`src/rtl/lsu_unit.sv`:
```
// lsu_unit: load/store unit bridging execute to the ram second port, with alignment
// checks, store-cycle tracking, load extension and a stall (busy) output.
module lsu_unit #(
  parameter int TIMEOUT = 15
) (
  input  logic        clk,
  input  logic        reset,
  input  logic        reqValid,
  input  logic        reqWrite,
  input  logic [1:0]  reqMode,
  input  logic        reqSigned,
  input  logic [31:0] reqAddr,
  input  logic [31:0] reqData,
  output logic        busy,
  output logic        respValid,
  output logic [31:0] respData,
  output logic        fault,
  output logic        port2en,
  output logic        wrEn,
  output logic [31:0] port2adr,
  output logic [31:0] port2i,
  output logic [1:0]  memMode,
  input  logic [31:0] port2o,
  input  logic        port2avail,
  input  logic        iRegAvail
);
  typedef enum logic [2:0] {IDLE, ISSUE, LOAD_WAIT, ST_WAIT1, ST_WAIT2} state_t;
  state_t state_q, state_d;
  logic [3:0] cnt_q, cnt_d, cnt_inc;
  logic sgn_q, sgn_d, busy_q, busy_d, resp_valid_q, resp_valid_d, fault_q, fault_d;
  logic port2en_q, port2en_d, wr_en_q, wr_en_d;
  logic [31:0] resp_data_q, resp_data_d, adr_q, adr_d, wdata_q, wdata_d, ext;
  logic [1:0] mode_q, mode_d;
  logic bad, expired;
  assign bad = (reqMode == 2'd3) | (reqMode == 2'd0 & |reqAddr[1:0]) | (reqMode == 2'd1 & reqAddr[0]);
  assign cnt_inc = cnt_q + 4'd1;
  assign expired = cnt_inc == 4'(TIMEOUT);
  assign ext = mode_q == 2'd2 ? {{24{sgn_q & port2o[7]}}, port2o[7:0]} :
               mode_q == 2'd1 ? {{16{sgn_q & port2o[15]}}, port2o[15:0]} : port2o;
  always_comb begin
    state_d = state_q;
    cnt_d = cnt_q;
    sgn_d = sgn_q;
    port2en_d = port2en_q;
    wr_en_d = wr_en_q;
    adr_d = adr_q;
    wdata_d = wdata_q;
    mode_d = mode_q;
    resp_valid_d = 1'b0;
    fault_d = 1'b0;
    resp_data_d = resp_data_q;
    case (state_q)
      IDLE: if (reqValid) begin
        adr_d = reqAddr;
        wdata_d = reqData;
        mode_d = reqMode;
        sgn_d = reqSigned;
        if (bad) begin
          resp_valid_d = 1'b1;
          fault_d = 1'b1;
          resp_data_d = '0;
        end else begin
          state_d = ISSUE;
          port2en_d = 1'b1;
          wr_en_d = reqWrite;
          cnt_d = '0;
        end
      end
      ISSUE: begin
        cnt_d = cnt_inc;
        if (iRegAvail) begin
          state_d = wr_en_q ? ST_WAIT1 : LOAD_WAIT;
          port2en_d = 1'b0;
          wr_en_d = 1'b0;
        end else if (expired) begin
          state_d = IDLE;
          port2en_d = 1'b0;
          wr_en_d = 1'b0;
          resp_valid_d = 1'b1;
          fault_d = 1'b1;
          resp_data_d = '0;
        end
      end
      LOAD_WAIT: begin
        cnt_d = cnt_inc;
        if (port2avail | expired) begin
          state_d = IDLE;
          resp_valid_d = 1'b1;
          fault_d = ~port2avail;
          resp_data_d = port2avail ? ext : '0;
        end
      end
      ST_WAIT1: state_d = ST_WAIT2;
      ST_WAIT2: begin
        state_d = IDLE;
        resp_valid_d = 1'b1;
        resp_data_d = '0;
      end
      default: state_d = IDLE;
    endcase
    busy_d = state_d != IDLE;
  end
  always_ff @(posedge clk or posedge reset) begin
    if (reset) begin
      state_q <= IDLE;
      cnt_q <= '0;
      sgn_q <= 1'b0;
      busy_q <= 1'b0;
      resp_valid_q <= 1'b0;
      fault_q <= 1'b0;
      port2en_q <= 1'b0;
      wr_en_q <= 1'b0;
      resp_data_q <= '0;
      adr_q <= '0;
      wdata_q <= '0;
      mode_q <= '0;
    end else begin
      state_q <= state_d;
      cnt_q <= cnt_d;
      sgn_q <= sgn_d;
      busy_q <= busy_d;
      resp_valid_q <= resp_valid_d;
      fault_q <= fault_d;
      port2en_q <= port2en_d;
      wr_en_q <= wr_en_d;
      resp_data_q <= resp_data_d;
      adr_q <= adr_d;
      wdata_q <= wdata_d;
      mode_q <= mode_d;
    end
  end
  assign busy = busy_q;
  assign respValid = resp_valid_q;
  assign respData = resp_data_q;
  assign fault = fault_q;
  assign port2en = port2en_q;
  assign wrEn = wr_en_q;
  assign port2adr = adr_q;
  assign port2i = wdata_q;
  assign memMode = mode_q;
endmodule

```
`config.mk`:
```
export PLATFORM = sky130hd
export DESIGN_NAME = lsu_unit
export DESIGN_NICKNAME = d
export VERILOG_FILES = /design/src/rtl/lsu_unit.sv
export SDC_FILE = /design/constraint.sdc
export NUM_CORES = 1
export LEC_CHECK = 0
export BUFFER_PORTS_ARGS = -buffer_cell sky130_fd_sc_hd__buf_2
export CAP_MARGIN = 20
export CORE_MARGIN = 1.5
export CORE_UTILIZATION = 25
export DETAILED_ROUTE_END_ITERATION = 16
export PLACE_DENSITY_LB_ADDON = 0.25
export SYNTH_ARGS = -nofsm -noshare
export SYNTH_HDL_FRONTEND = slang
export SYNTH_SLANG_ARGS = --single-unit
```
`constraint.sdc`:
```
create_clock -name clk -period 9.09 [get_ports clk]
set_input_delay 2.727 -clock clk [delete_from_list [all_inputs] [get_ports clk]]
set_output_delay 2.727 -clock clk [all_outputs]
set_load 0.02 [all_outputs]
```
==> results of run 1 <==
how the worst max path moves through the flow:
stage,depth (start not counted),startpoint,endpoint
CTS,7,reqMode[0],respData[9]
global placement,7,reqMode[0],respData[11]
finish,7,reqMode[0],respData[9]
floorplan,1,reset,busy
global route,7,reqMode[0],respData[9]
detailed placement,7,reqMode[0],respData[9]
where the power goes:
group	internal [mW]	switching [mW]
registers	0.725	0.147
clock network	0.193	0.198
logic	0.360	0.734
cells by family after synthesis:
logic type,Yosys count
AND/OR/NAND/NOR,233
flip-flops,111
AO/OA/AOI/OAI,99
buffers and inverters,41
adder cells (fa/ha/maj),2
multiplexers,1
routing by layer:
metal / vias to the layer above / global-route usage [%] / share of wire [%]
li1: 1983 / - / -
met5: - / 0 / 0
met2: 136 / 20.6 / 45
met1: 1852 / 18.0 / 47
met4: 0 / 3.99 / 1.2
met3: 9 / 3.95 / 6.2
area by class of cell:
class                   count  area, um2  area share [%]
well taps                 229        287            4.70
multi-input cells         335       1630            26.7
repair buffers            210       1060            17.4
flip-flops and latches    111       2780            45.5
clock buffers               9        225            3.69
inverters                  16       62.6            1.03
clock inverters             7       63.8            1.05
flip-flops by register name, summed over array words and instances, names as in the netlist:
| signal | flops |
|---|---|
| busy | 1 |
| cnt_q | 4 |
| fault | 1 |
| memMode | 2 |
| port2adr | 32 |
| port2en | 1 |
| port2i | 32 |
| respData | 32 |
| respValid | 1 |
| sgn_q | 1 |
| state_q | 3 |
| wrEn | 1 |
per-stage QoR:
step,hold WS [ps],instance area (um2),worst slack [ps],util (%),power [mW]
6_report,471,6100,4850,34.0,2.36
4_1_cts,476,6100,4820,34.0,2.40
5_1_grt,500,6100,4700,34.0,2.56
2_1_floorplan,469,4570,3430,-,1.62
3_3_place_gp,455,5810,4480,32.4,2.00
3_5_place_dp,457,5810,4430,32.4,2.00
layout by cell type, fill, tap and decap left out, drive strengths merged, types with 4 or more instances in the layout:
cell type,n
a22o,26
o21ai,38
buf,210
dfrtp,111
nand2b,4
inv,19
a21oi,21
nor2,12
clkbuf,9
nand2,205
worst max-delay path, delay by kind of cell:
kind	cells	cell delay (ps)
and+or+nand+nor	2	250
buffers and inverters	2	320
AOI/OAI and AO/OA	3	1150
==> summary.md, run 1 <==
| Metric | Value |
|---|---|
| Status | complete, no violations |
| TritonCTS Sinks | 111 |
| Last weighted congestion value of the routability-driven placer | 0.746 |
| Number of flops mapped to enable cells by yosys | 0 |
| Fraction of layout cells with a size suffix above 1 | 34.7% |
| Worst min path class | reg -> reg |
| XOR/XNOR share of the synthesized area | 0% |
| Setup slack of the most critical reg-to-reg path | 6570 ps |
| Most frequent cells after synthesis | 205 x sky130_fd_sc_hd__nand2_1, 111 x sky130_fd_sc_hd__dfrtp_1, 38 x sky130_fd_sc_hd__o21ai_0, 26 x sky130_fd_sc_hd__a22o_1, 21 x sky130_fd_sc_hd__a21oi_1 |
| Clock period minus final worst setup slack | 4240 ps |
| Clock edge transition at the registers on the reported setup and hold paths | roughly 80 ps |
| Vias after detailed routing | 3,980 |
| Most common flop cell mapped by yosys | sky130_fd_sc_hd__dfrtp_1 |
| Post-detailed-route wirelength per cell | between 10 and 15 um |
| Mean cell area of the mapped netlist | 9.38 um2 |
| DR iter-0 viols | between 150 and 200 |
| Number of pins exceeding their max-slew limit in the final report | 0 |
| Ant. Diodes | 0 |
| Worst r2r dst | cnt_q[2] |
| IO Pins | 208 |
| Drt pass-1 iters | 4 |
| Buffer cell driving the clock tree root | sky130_fd_sc_hd__clkbuf_16 |
| Yosys top cell area share | ~60% |
| TNS Setup | 0 ps |
| Total congestion overflow | 0 |
| Count of max-cap constraint violations | 0 |
| Unrepaired setup endpoints after global routing | false |
| Simple-gate share of the synthesized area | 20.6% |
| Hold buffers post-CTS | 0 |
| Critical path class | in -> reg |
| Count of yosys warnings during synthesis | 0 |
| Synthesized Nets | 594 |
| Site Rows | 49 |
| Filler Cell Count | 1,912 |
| Cell count after synthesis | 487 |
| Startpoint class of the critical path | input pin |
| H-tree depth | 3 |
| Total wire length | ~12 mm |
| Critical path cell sequence | buf_2 > nand2b_1 > a21oi_1 > nand2_1 > a221o_2 > inv_2 > o21ai_0 |
| Clock insertion delay at the later pin of the skew report | 350 ps |
| Compound-cell area share of the yosys netlist | 14.0% |
| Clock tree from TritonCTS | yes |
| Leak Pwr | approximately 3.4 nW |
| Wire length of the first global-routing pass | 20.4 mm |
| Yosys cell types | 37 |
| Gr usage total | a little over an eighth |
| Instance count after placement with tap cells included | 901 |
| Vias per Instance | 4.34 |
| Reg-to-reg startpoint | state_q[2] |
| Cell count of the worst hold path | 2 |
| Maximum number of pins on one net before global-route repair | 63 |
| Largest stage delay, worst path | 610 ps |
| Adder-cell share of the synthesized area | 0.548% |
| Dpl hpwl | between 8 and 9 mm |
| Hold Crit Endpoint | port2adr[17] |
| #FFs+latches synth | 111 |
| Post-route clock period utilization | 46.6% |
| Die width | ~140 um |
| Part of the Yosys area used for sequential elements | 60.8% |
| Crit path max fanout | 25 |
| Cells taking the most area after synthesis | sky130_fd_sc_hd__dfrtp_1 61%, sky130_fd_sc_hd__nand2_1 17%, sky130_fd_sc_hd__a22o_1 5.0%, sky130_fd_sc_hd__o21ai_0 4.2%, sky130_fd_sc_hd__a21oi_1 2.3% |
| Largest family of logic cells by synthesized area | simple AND/OR/NAND/NOR gates |
| Post-CTS setup buffers | 0 |
| Final standard cell count with taps included and fillers excluded | 917 |
| Crit path DAT | 4470 ps |
| Number of port buffers | 207 |
| Worst hold path startpoint | port2adr[17] |
| Peak clock frequency supported by timing | ~240 MHz |
| Count of cells along the worst register-to-register path | 6 |
| Initial antenna violation count | 0 |
| Core Area | about 18,000 um2 |
| Maximum clock path buffer count | 2 |
| Starting density of the core | 25.4% |
| Type of destination of the critical path | flip-flop |
| Number of CTS-inserted buffers | 9 |
| Number of antenna-violating nets in the routed design | 0 |
| Gates resized, CTS repair | 0 |
| Transition time of the tightest slew-check pin | 876 ps |
| Worst path required time | 9320 ps |
| Netlist area before placement | 4570 um2 |
| Vias in the first global route | approximately 4,000 |
| Die span in y | 138 um |
| Slowest CP cell | sky130_fd_sc_hd__a221o_2 |
| Area added between synthesis and finish | 33.5% |
| Maximum clock skew at final layout | roughly 11 ps |
| Nets@finish | just under 800 |
| Power per unit of standard cell area | 386 nW/um2 |
| Overall die area | between 15,000 and 20,000 um2 |
| Yosys top cell by area | sky130_fd_sc_hd__dfrtp_1 |
| Final hold violation count | 0 |
| Detailed-route DRC error count | 0 |
| Final setup violation count | 0 |
| Relative max-transition margin | between 40% and 50% |
| Dominant cell by count in the synthesized netlist | sky130_fd_sc_hd__nand2_1 |
| Share of flip-flops with an asynchronous set or reset after synthesis | 100% |
| Max IR drop VDD | 142 uV |
| Share of cell area taken by muxes after synthesis | 0.219% |
Power figures use the tool's default switching activity.
==> run 2, diff against run 1 <==
==> constraint.sdc (replaced) <==
create_clock -name clk -period 3.8 [get_ports clk]
set_input_delay 1.14 -clock clk [delete_from_list [all_inputs] [get_ports clk]]
set_output_delay 1.14 -clock clk [all_outputs]
set_load 0.02 [all_outputs]
==> run 2 against run 1 <==
Against the previous run: core utilization increased by 0.51 points; power rose by 150%; final area increased by 1.5%; setup slack got worse by 3600 ps; cell count increased by 0.44%; via count up 1.2%; die area unchanged; combinational power increased by 140%; sequential cell count unchanged; wire length is the same; sequential share of layout area is 0.67 points lower; critical path type is now reg -> out; largest cell class unchanged; largest power group unchanged.
==> summary.md, run 2 (synthesis results as in run 1) <==
| Metric | Value |
|---|---|
| Status | complete, no violations |
| Number of antenna-violating nets in the routed design | 0 (unchanged) |
| Combinational power share | 45.8% (-0.6 points) |
| M1 GR Usage | 17.9% (-0.14 points) |
| Slack of the critical path | 1220 ps (-3640 ps) |
| H-tree depth | 3 (unchanged) |
| Critical path class | reg -> out |
| Type of destination of the critical path | output pin |
| Die width | 138 um (unchanged) |
| Final setup violation count | 0 (unchanged) |
| Post-detailed-route wirelength per cell | 13.5 um (-0.43%) |
| TNS Setup | 0 ps (unchanged) |
| Clock insertion delay at the later pin of the skew report | 360 ps (about the same) |
| Count of max-cap constraint violations | 0 (unchanged) |
| Die span in y | 138 um (unchanged) |
| Switch share | 44.7% (-1.1 points) |
| Transition time of the tightest slew-check pin | 761 ps (-116 ps) |
| Relative max-transition margin | 49.3% (+7.8 points) |
| Unrepaired setup endpoints after global routing | false |
| Core Area | 18,000 um2 (unchanged) |
| Vias in the first global route | 3,953 (+0.84%) |
| Total wire length | 12.5 mm (unchanged) |
| Startpoint class of the critical path | flip-flop |
| Most common cell after layout, fill and taps aside | sky130_fd_sc_hd__buf_2 |
| Wire length of the first global-routing pass | 20.6 mm (+1.2%) |
| Number of pins exceeding their max-slew limit in the final report | 0 (unchanged) |
| Fraction of met3 tracks used by global routing | 3.95% (unchanged) |
| Starting density of the core | 25.4% (unchanged) |
| Number of CTS-inserted buffers | 9 (unchanged) |
| Buf+Inv Stages, Crit Path | 1 (-1) |
| Kind of cell adding the most delay to the critical path | flip-flops |
| Detailed-route DRC error count | 0 (unchanged) |
| Overall die area | 19,100 um2 (unchanged) |
| Peak clock frequency supported by timing | 387 MHz |
| Last weighted congestion value of the routability-driven placer | 0.739 (-0.88%) |
| Fraction of layout cells with a size suffix above 1 | 34.9% (+0.14 points) |
| Leak Pwr | 3.45 nW (+1.4%) |
| Final hold violation count | 0 (unchanged) |
| Area added between synthesis and finish | 35.5% |
| Max IR drop VDD | 364 uV (+160%) |
| Largest stage delay, worst path | 790 ps (+180 ps) |
| Clock share of power | 18.5% (+1.9 points) |
| TritonCTS Sinks | 111 (unchanged) |
| Site Rows | 49 (unchanged) |
| Maximum clock path buffer count | 2 (unchanged) |
| Highest-count cells in the layout ignoring fill and taps | 207 x sky130_fd_sc_hd__buf_2, 204 x sky130_fd_sc_hd__nand2_1, 111 x sky130_fd_sc_hd__dfrtp_1 |
| Met2 usage | 20.3% (-0.24 points) |
| IO Pins | 208 (unchanged) |
| Hold buffers post-CTS | 0 (unchanged) |
| Gr usage total | 13.4% (+0.074 points) |
| DR iter-0 viols | 126 (-25%) |
| Clock tree from TritonCTS | yes |
| Worst Setup Slack post-DPL | 966 ps (-3460 ps) |
| Gates resized, CTS repair | 0 (unchanged) |
| Vias after detailed routing | 4,029 (+1.2%) |
| Clock period minus final worst setup slack | 2580 ps |
| Layer with the highest usage after global routing | met2 |
| Drt pass-1 iters | 4 (unchanged) |
| Switching pwr | 2.60 mW (+140%) |
| Worst min path class | reg -> reg |
| Register share of total power | 35.8% (-1.2 points) |
| Maximum clock skew at final layout | 13.0 ps (+2.31 ps) |
| Power Internal | 3.22 mW (+150%) |
| Clock edge transition at the registers on the reported setup and hold paths | 90 ps (about the same) |
| Number of port buffers | 207 (unchanged) |
| Nets@finish | 793 (+0.38%) |
| Critical path cell sequence | buf_2 |
| Total congestion overflow | 0 (unchanged) |
| Crit path max fanout | 20 (-20%) |
| Post-CTS setup buffers | 0 (unchanged) |
| Power per unit of standard cell area | 940 nW/um2 (+140%) |
| Worst path required time | 2660 ps (-6660 ps) |
| Initial antenna violation count | 1 (+1) |
| Vias per Instance | 4.37 (+0.79%) |
| Maximum number of pins on one net before global-route repair | 112 (+78%) |
| Dpl hpwl | 8.56 mm (-1.2%) |
| Post-route clock period utilization | 68.0% |
| Slowest CP cell | sky130_fd_sc_hd__dfrtp_1 |
| Crit path DAT | 1440 ps (-3030 ps) |
| Buffer cell driving the clock tree root | sky130_fd_sc_hd__clkbuf_16 |
[run 2: changes by cell type in the layout (fill, tap and decap cells not counted), sizes merged]
cell      before  now
bufinv         0    2
buf          210  213
diode          0    1
clkinvlp       2    1
clkinv         2    1
[run 2: cell type report]
type | instances | area [um2]
Antenna cell | 1 | 2.50
Tap cell | 229 | 287
Timing Repair Buffer | 213 | 1110
Fill cell | 1894 | 11800
Clock buffer | 9 | 225
Sequential cell | 111 | 2780
Inverter | 16 | 63.8
Multi-Input combinational cell | 335 | 1620
Clock inverter | 7 | 109
[run 2: power groups by stage]
stage | Combinational, mW | Clock [mW] | Sequential (mW)
2_1_floorplan | 1.18 | 0 | 2.70
3_3_place_gp | 2.69 | 0 | 2.11
3_5_place_dp | 2.71 | 0 | 2.10
4_1_cts | 2.71 | 1.11 | 2.09
5_1_grt | 2.95 | 1.15 | 2.17
6_report | 2.66 | 1.08 | 2.08
[run 2: final timing paths]
path                            start            to  slack [ps]  depth (start not counted)
max                        memMode[0]    memMode[0]        1220                          1
min                        port2i[21]    port2i[21]         470                          2
max reg2reg                  cnt_q[0]  respData[10]        1420                          7
min reg2reg                port2i[21]    port2i[21]         470                          2
max in group asynchronous       reset    state_q[0]        2390                          3
min in group asynchronous       reset   port2adr[5]         960                          3
[run 2: tightest hold or removal path, cell delays in order (launching register included)]
cell and delay (ps):
sky130_fd_sc_hd__dfrtp_1 340, sky130_fd_sc_hd__nand2_1 50, sky130_fd_sc_hd__nand2_1 50
[run 2: metal layers]
layer	vias to the layer above	wire length (um)
li1	1987	-
met1	1880	5810
met2	146	5450
met3	16	935
met4	0	255
met5	-	0
[run 2: per-stage QoR]
stage	util (%)	instance area, um2	std cells	hold WS (ps)	power [mW]
5_1_grt	34.5	6190	921	491	6.26
2_1_floorplan	-	4570	487	469	3.87
3_5_place_dp	32.6	5860	904	456	4.81
4_1_cts	34.5	6190	920	475	5.90
6_report	34.5	6190	921	470	5.82
3_3_place_gp	32.6	5860	904	453	4.80
==> run 3, diff against run 2 <==
==> constraint.sdc (replaced) <==
create_clock -name clk -period 2.5 [get_ports clk]
set_input_delay 0.75 -clock clk [delete_from_list [all_inputs] [get_ports clk]]
set_output_delay 0.75 -clock clk [all_outputs]
set_load 0.02 [all_outputs]
==> run 3 against run 2 <==
Against the previous run: sequential share of layout area is 0.40 points lower; critical path depth is 7 higher; setup slack worse by 870 ps; power is 50% higher; critical path type is now reg -> reg; core utilization is 0.31 points higher; largest power group unchanged; combinational power is 58% higher; sequential cell count stayed put; clock skew is 3.1 ps lower; sequential power is 50% higher.
==> summary.md, run 3 (synthesis results as in run 1) <==
| Metric | Value |
|---|---|
| Count of cells along the worst register-to-register path | 8 (+1) |
| Wire length of the first global-routing pass | 20.2 mm (-2.1%) |
| Site Rows | 49 (unchanged) |
| Gates resized, CTS repair | 0 (unchanged) |
| TNS Setup | 0 ps (unchanged) |
| Maximum clock path buffer count | 2 (unchanged) |
| Number of antenna-violating nets in the routed design | 0 (unchanged) |
| Last weighted congestion value of the routability-driven placer | 0.769 (+4.0%) |
| Number of CTS-inserted buffers | 9 (unchanged) |
| Largest stage delay, worst path | 430 ps (-360 ps) |
| Post-route clock period utilization | 86.1% |
| Vias after detailed routing | 4,082 (+1.3%) |
| Vias per Instance | 4.39 (+0.44%) |
| Clock tree from TritonCTS | yes |
| Dpl hpwl | 8.80 mm (+2.8%) |
| Nets@finish | 801 (+1.0%) |
| Critical path class | reg -> reg |
| Status | complete, no violations |
| Most common cell after layout, fill and taps aside | sky130_fd_sc_hd__buf_2 |
| Worst r2r dst | respData[15] |
| Critical path cell sequence | ha_1 > and2b_1 > a21o_1 > a32oi_2 > a221o_2 > buf_12 > inv_2 > o21ai_0 |
| Die span in y | 138 um (unchanged) |
| TritonCTS Sinks | 111 (unchanged) |
| Drt pass-1 iters | 5 (+1) |
| Number of port buffers | 207 (unchanged) |
| Max IR drop VDD | 560 uV (+54%) |
| DR iter-0 viols | 187 (+48%) |
| Reg-to-reg startpoint | cnt_q[0] |
| Total congestion overflow | 0 (unchanged) |
| Area added between synthesis and finish | 36.7% |
| Die width | 138 um (unchanged) |
| Unrepaired setup endpoints after global routing | false |
| Relative max-transition margin | 60.2% (+11 points) |
| Count of max-cap constraint violations | 0 (unchanged) |
| Hold buffers post-CTS | 0 (unchanged) |
| Power per unit of standard cell area | 1400 nW/um2 (+49%) |
| Number of pins exceeding their max-slew limit in the final report | 0 (unchanged) |
| Clock period minus final worst setup slack | roughly 2200 ps |
| Type of destination of the critical path | flip-flop |
| Clock insertion delay at the later pin of the skew report | 350 ps (about the same) |
| Core Area | 18,000 um2 (unchanged) |
| Highest-count cells in the layout ignoring fill and taps | 207 x sky130_fd_sc_hd__buf_2, 204 x sky130_fd_sc_hd__nand2_1, 111 x sky130_fd_sc_hd__dfrtp_1 |
| Worst min path class | in -> async |
| H-tree depth | 3 (unchanged) |
| Overall die area | 19,100 um2 (unchanged) |
| Crit path max fanout | 25 (+25%) |
| Final hold violation count | 0 (unchanged) |
| Startpoint class of the critical path | flip-flop |
| Initial antenna violation count | 1 (unchanged) |
| Buffer cell driving the clock tree root | sky130_fd_sc_hd__clkbuf_16 |
| Crit path DAT | 2380 ps (+940 ps) |
| Total wire length | 12.4 mm (-0.18%) |
| Post-CTS setup buffers | 0 (unchanged) |
| IO Pins | 208 (unchanged) |
| Slowest CP cell | sky130_fd_sc_hd__dfrtp_1 |
| Leak Pwr | 3.49 nW (+1.0%) |
| Post-detailed-route wirelength per cell | 13.4 um (-1.0%) |
| Fraction of layout cells with a size suffix above 1 | 35.6% (+0.75 points) |
| Setup slack of the most critical reg-to-reg path | 350 ps (-1070 ps) |
| Gr usage total | 13.2% (-0.20 points) |
| Clock edge transition at the registers on the reported setup and hold paths | 80 ps (about the same) |
| Worst path required time | 2730 ps (+70 ps) |
| Final Util | 34.8% (+0.31 points) |
| Maximum clock skew at final layout | 9.93 ps (-3.09 ps) |
| Maximum number of pins on one net before global-route repair | 54 (-52%) |
| Vias in the first global route | 3,911 (-1.1%) |
| Detailed-route DRC error count | 0 (unchanged) |
| Final setup violation count | 0 (unchanged) |
| Starting density of the core | 25.4% (unchanged) |
| Peak clock frequency supported by timing | ~460 MHz |
| First element of the critical path | cnt_q[0] |
| Transition time of the tightest slew-check pin | 598 ps (-163 ps) |
run 3: cell types whose count changed in the layout (fill, tap and decap cells not counted), sizes merged:
| cell | change |
|---|---|
| buf | +8 |
| clkinv | +3 |
| inv | -3 |
| bufinv | -2 |
| clkbuf | +2 |
run 3: final cells by class:
type	instances	area (um2)
Clock buffer	11	253
Multi-Input combinational cell	335	1620
Timing Repair Buffer	221	1200
Antenna cell	1	2.50
Tap cell	229	287
Clock inverter	5	40.0
Inverter	16	63.8
Fill cell	1886	11700
Sequential cell	111	2780
run 3: per-layer routing:
layer	vias to the layer above	share of wire, %	GRT usage [%]
met5	-	0	0
met4	0	2.2	5.15
met3	18	6.7	3.53
met2	152	45	19.8
met1	1908	46	18.1
li1	2004	-	-
run 3: worst max path at each step:
stage	to	cells past startpoint	slack [ps]
5_1_grt	respData[8]	8	170
6_report	respData[15]	8	350
2_1_floorplan	respData[17]	6	380
3_5_place_dp	respData[12]	8	60
3_3_place_gp	respData[20]	7	80
4_1_cts	respData[8]	8	350
run 3: per-stage QoR:
stage	total power, mW	setup slack, ps	instances	instance area [um2]	hold WS, ps
2_1_floorplan	5.89	377	487	4570	469
3_3_place_gp	7.43	81.4	912	5950	455
3_5_place_dp	7.43	59.6	912	5950	456
4_1_cts	8.89	348	928	6250	437
5_1_grt	9.43	166	929	6250	466
6_report	8.74	347	929	6250	441
run 3: worst max-delay path, delay by kind of cell (launching register included):
family	cells	cell delay [ps]
AOI/OAI and AO/OA	4	850
DFF	1	430
buffers and inverters	2	300
adders and majority gates	1	240
and+or+nand+nor	1	220
run 3: power breakdown:
group	switching (mW)	leakage (nW)	total [mW]	internal, mW
sequential	0.478	1.42	3.12	2.64
clock	0.676	0.147	1.42	0.741
combinational	2.76	1.92	4.21	1.45
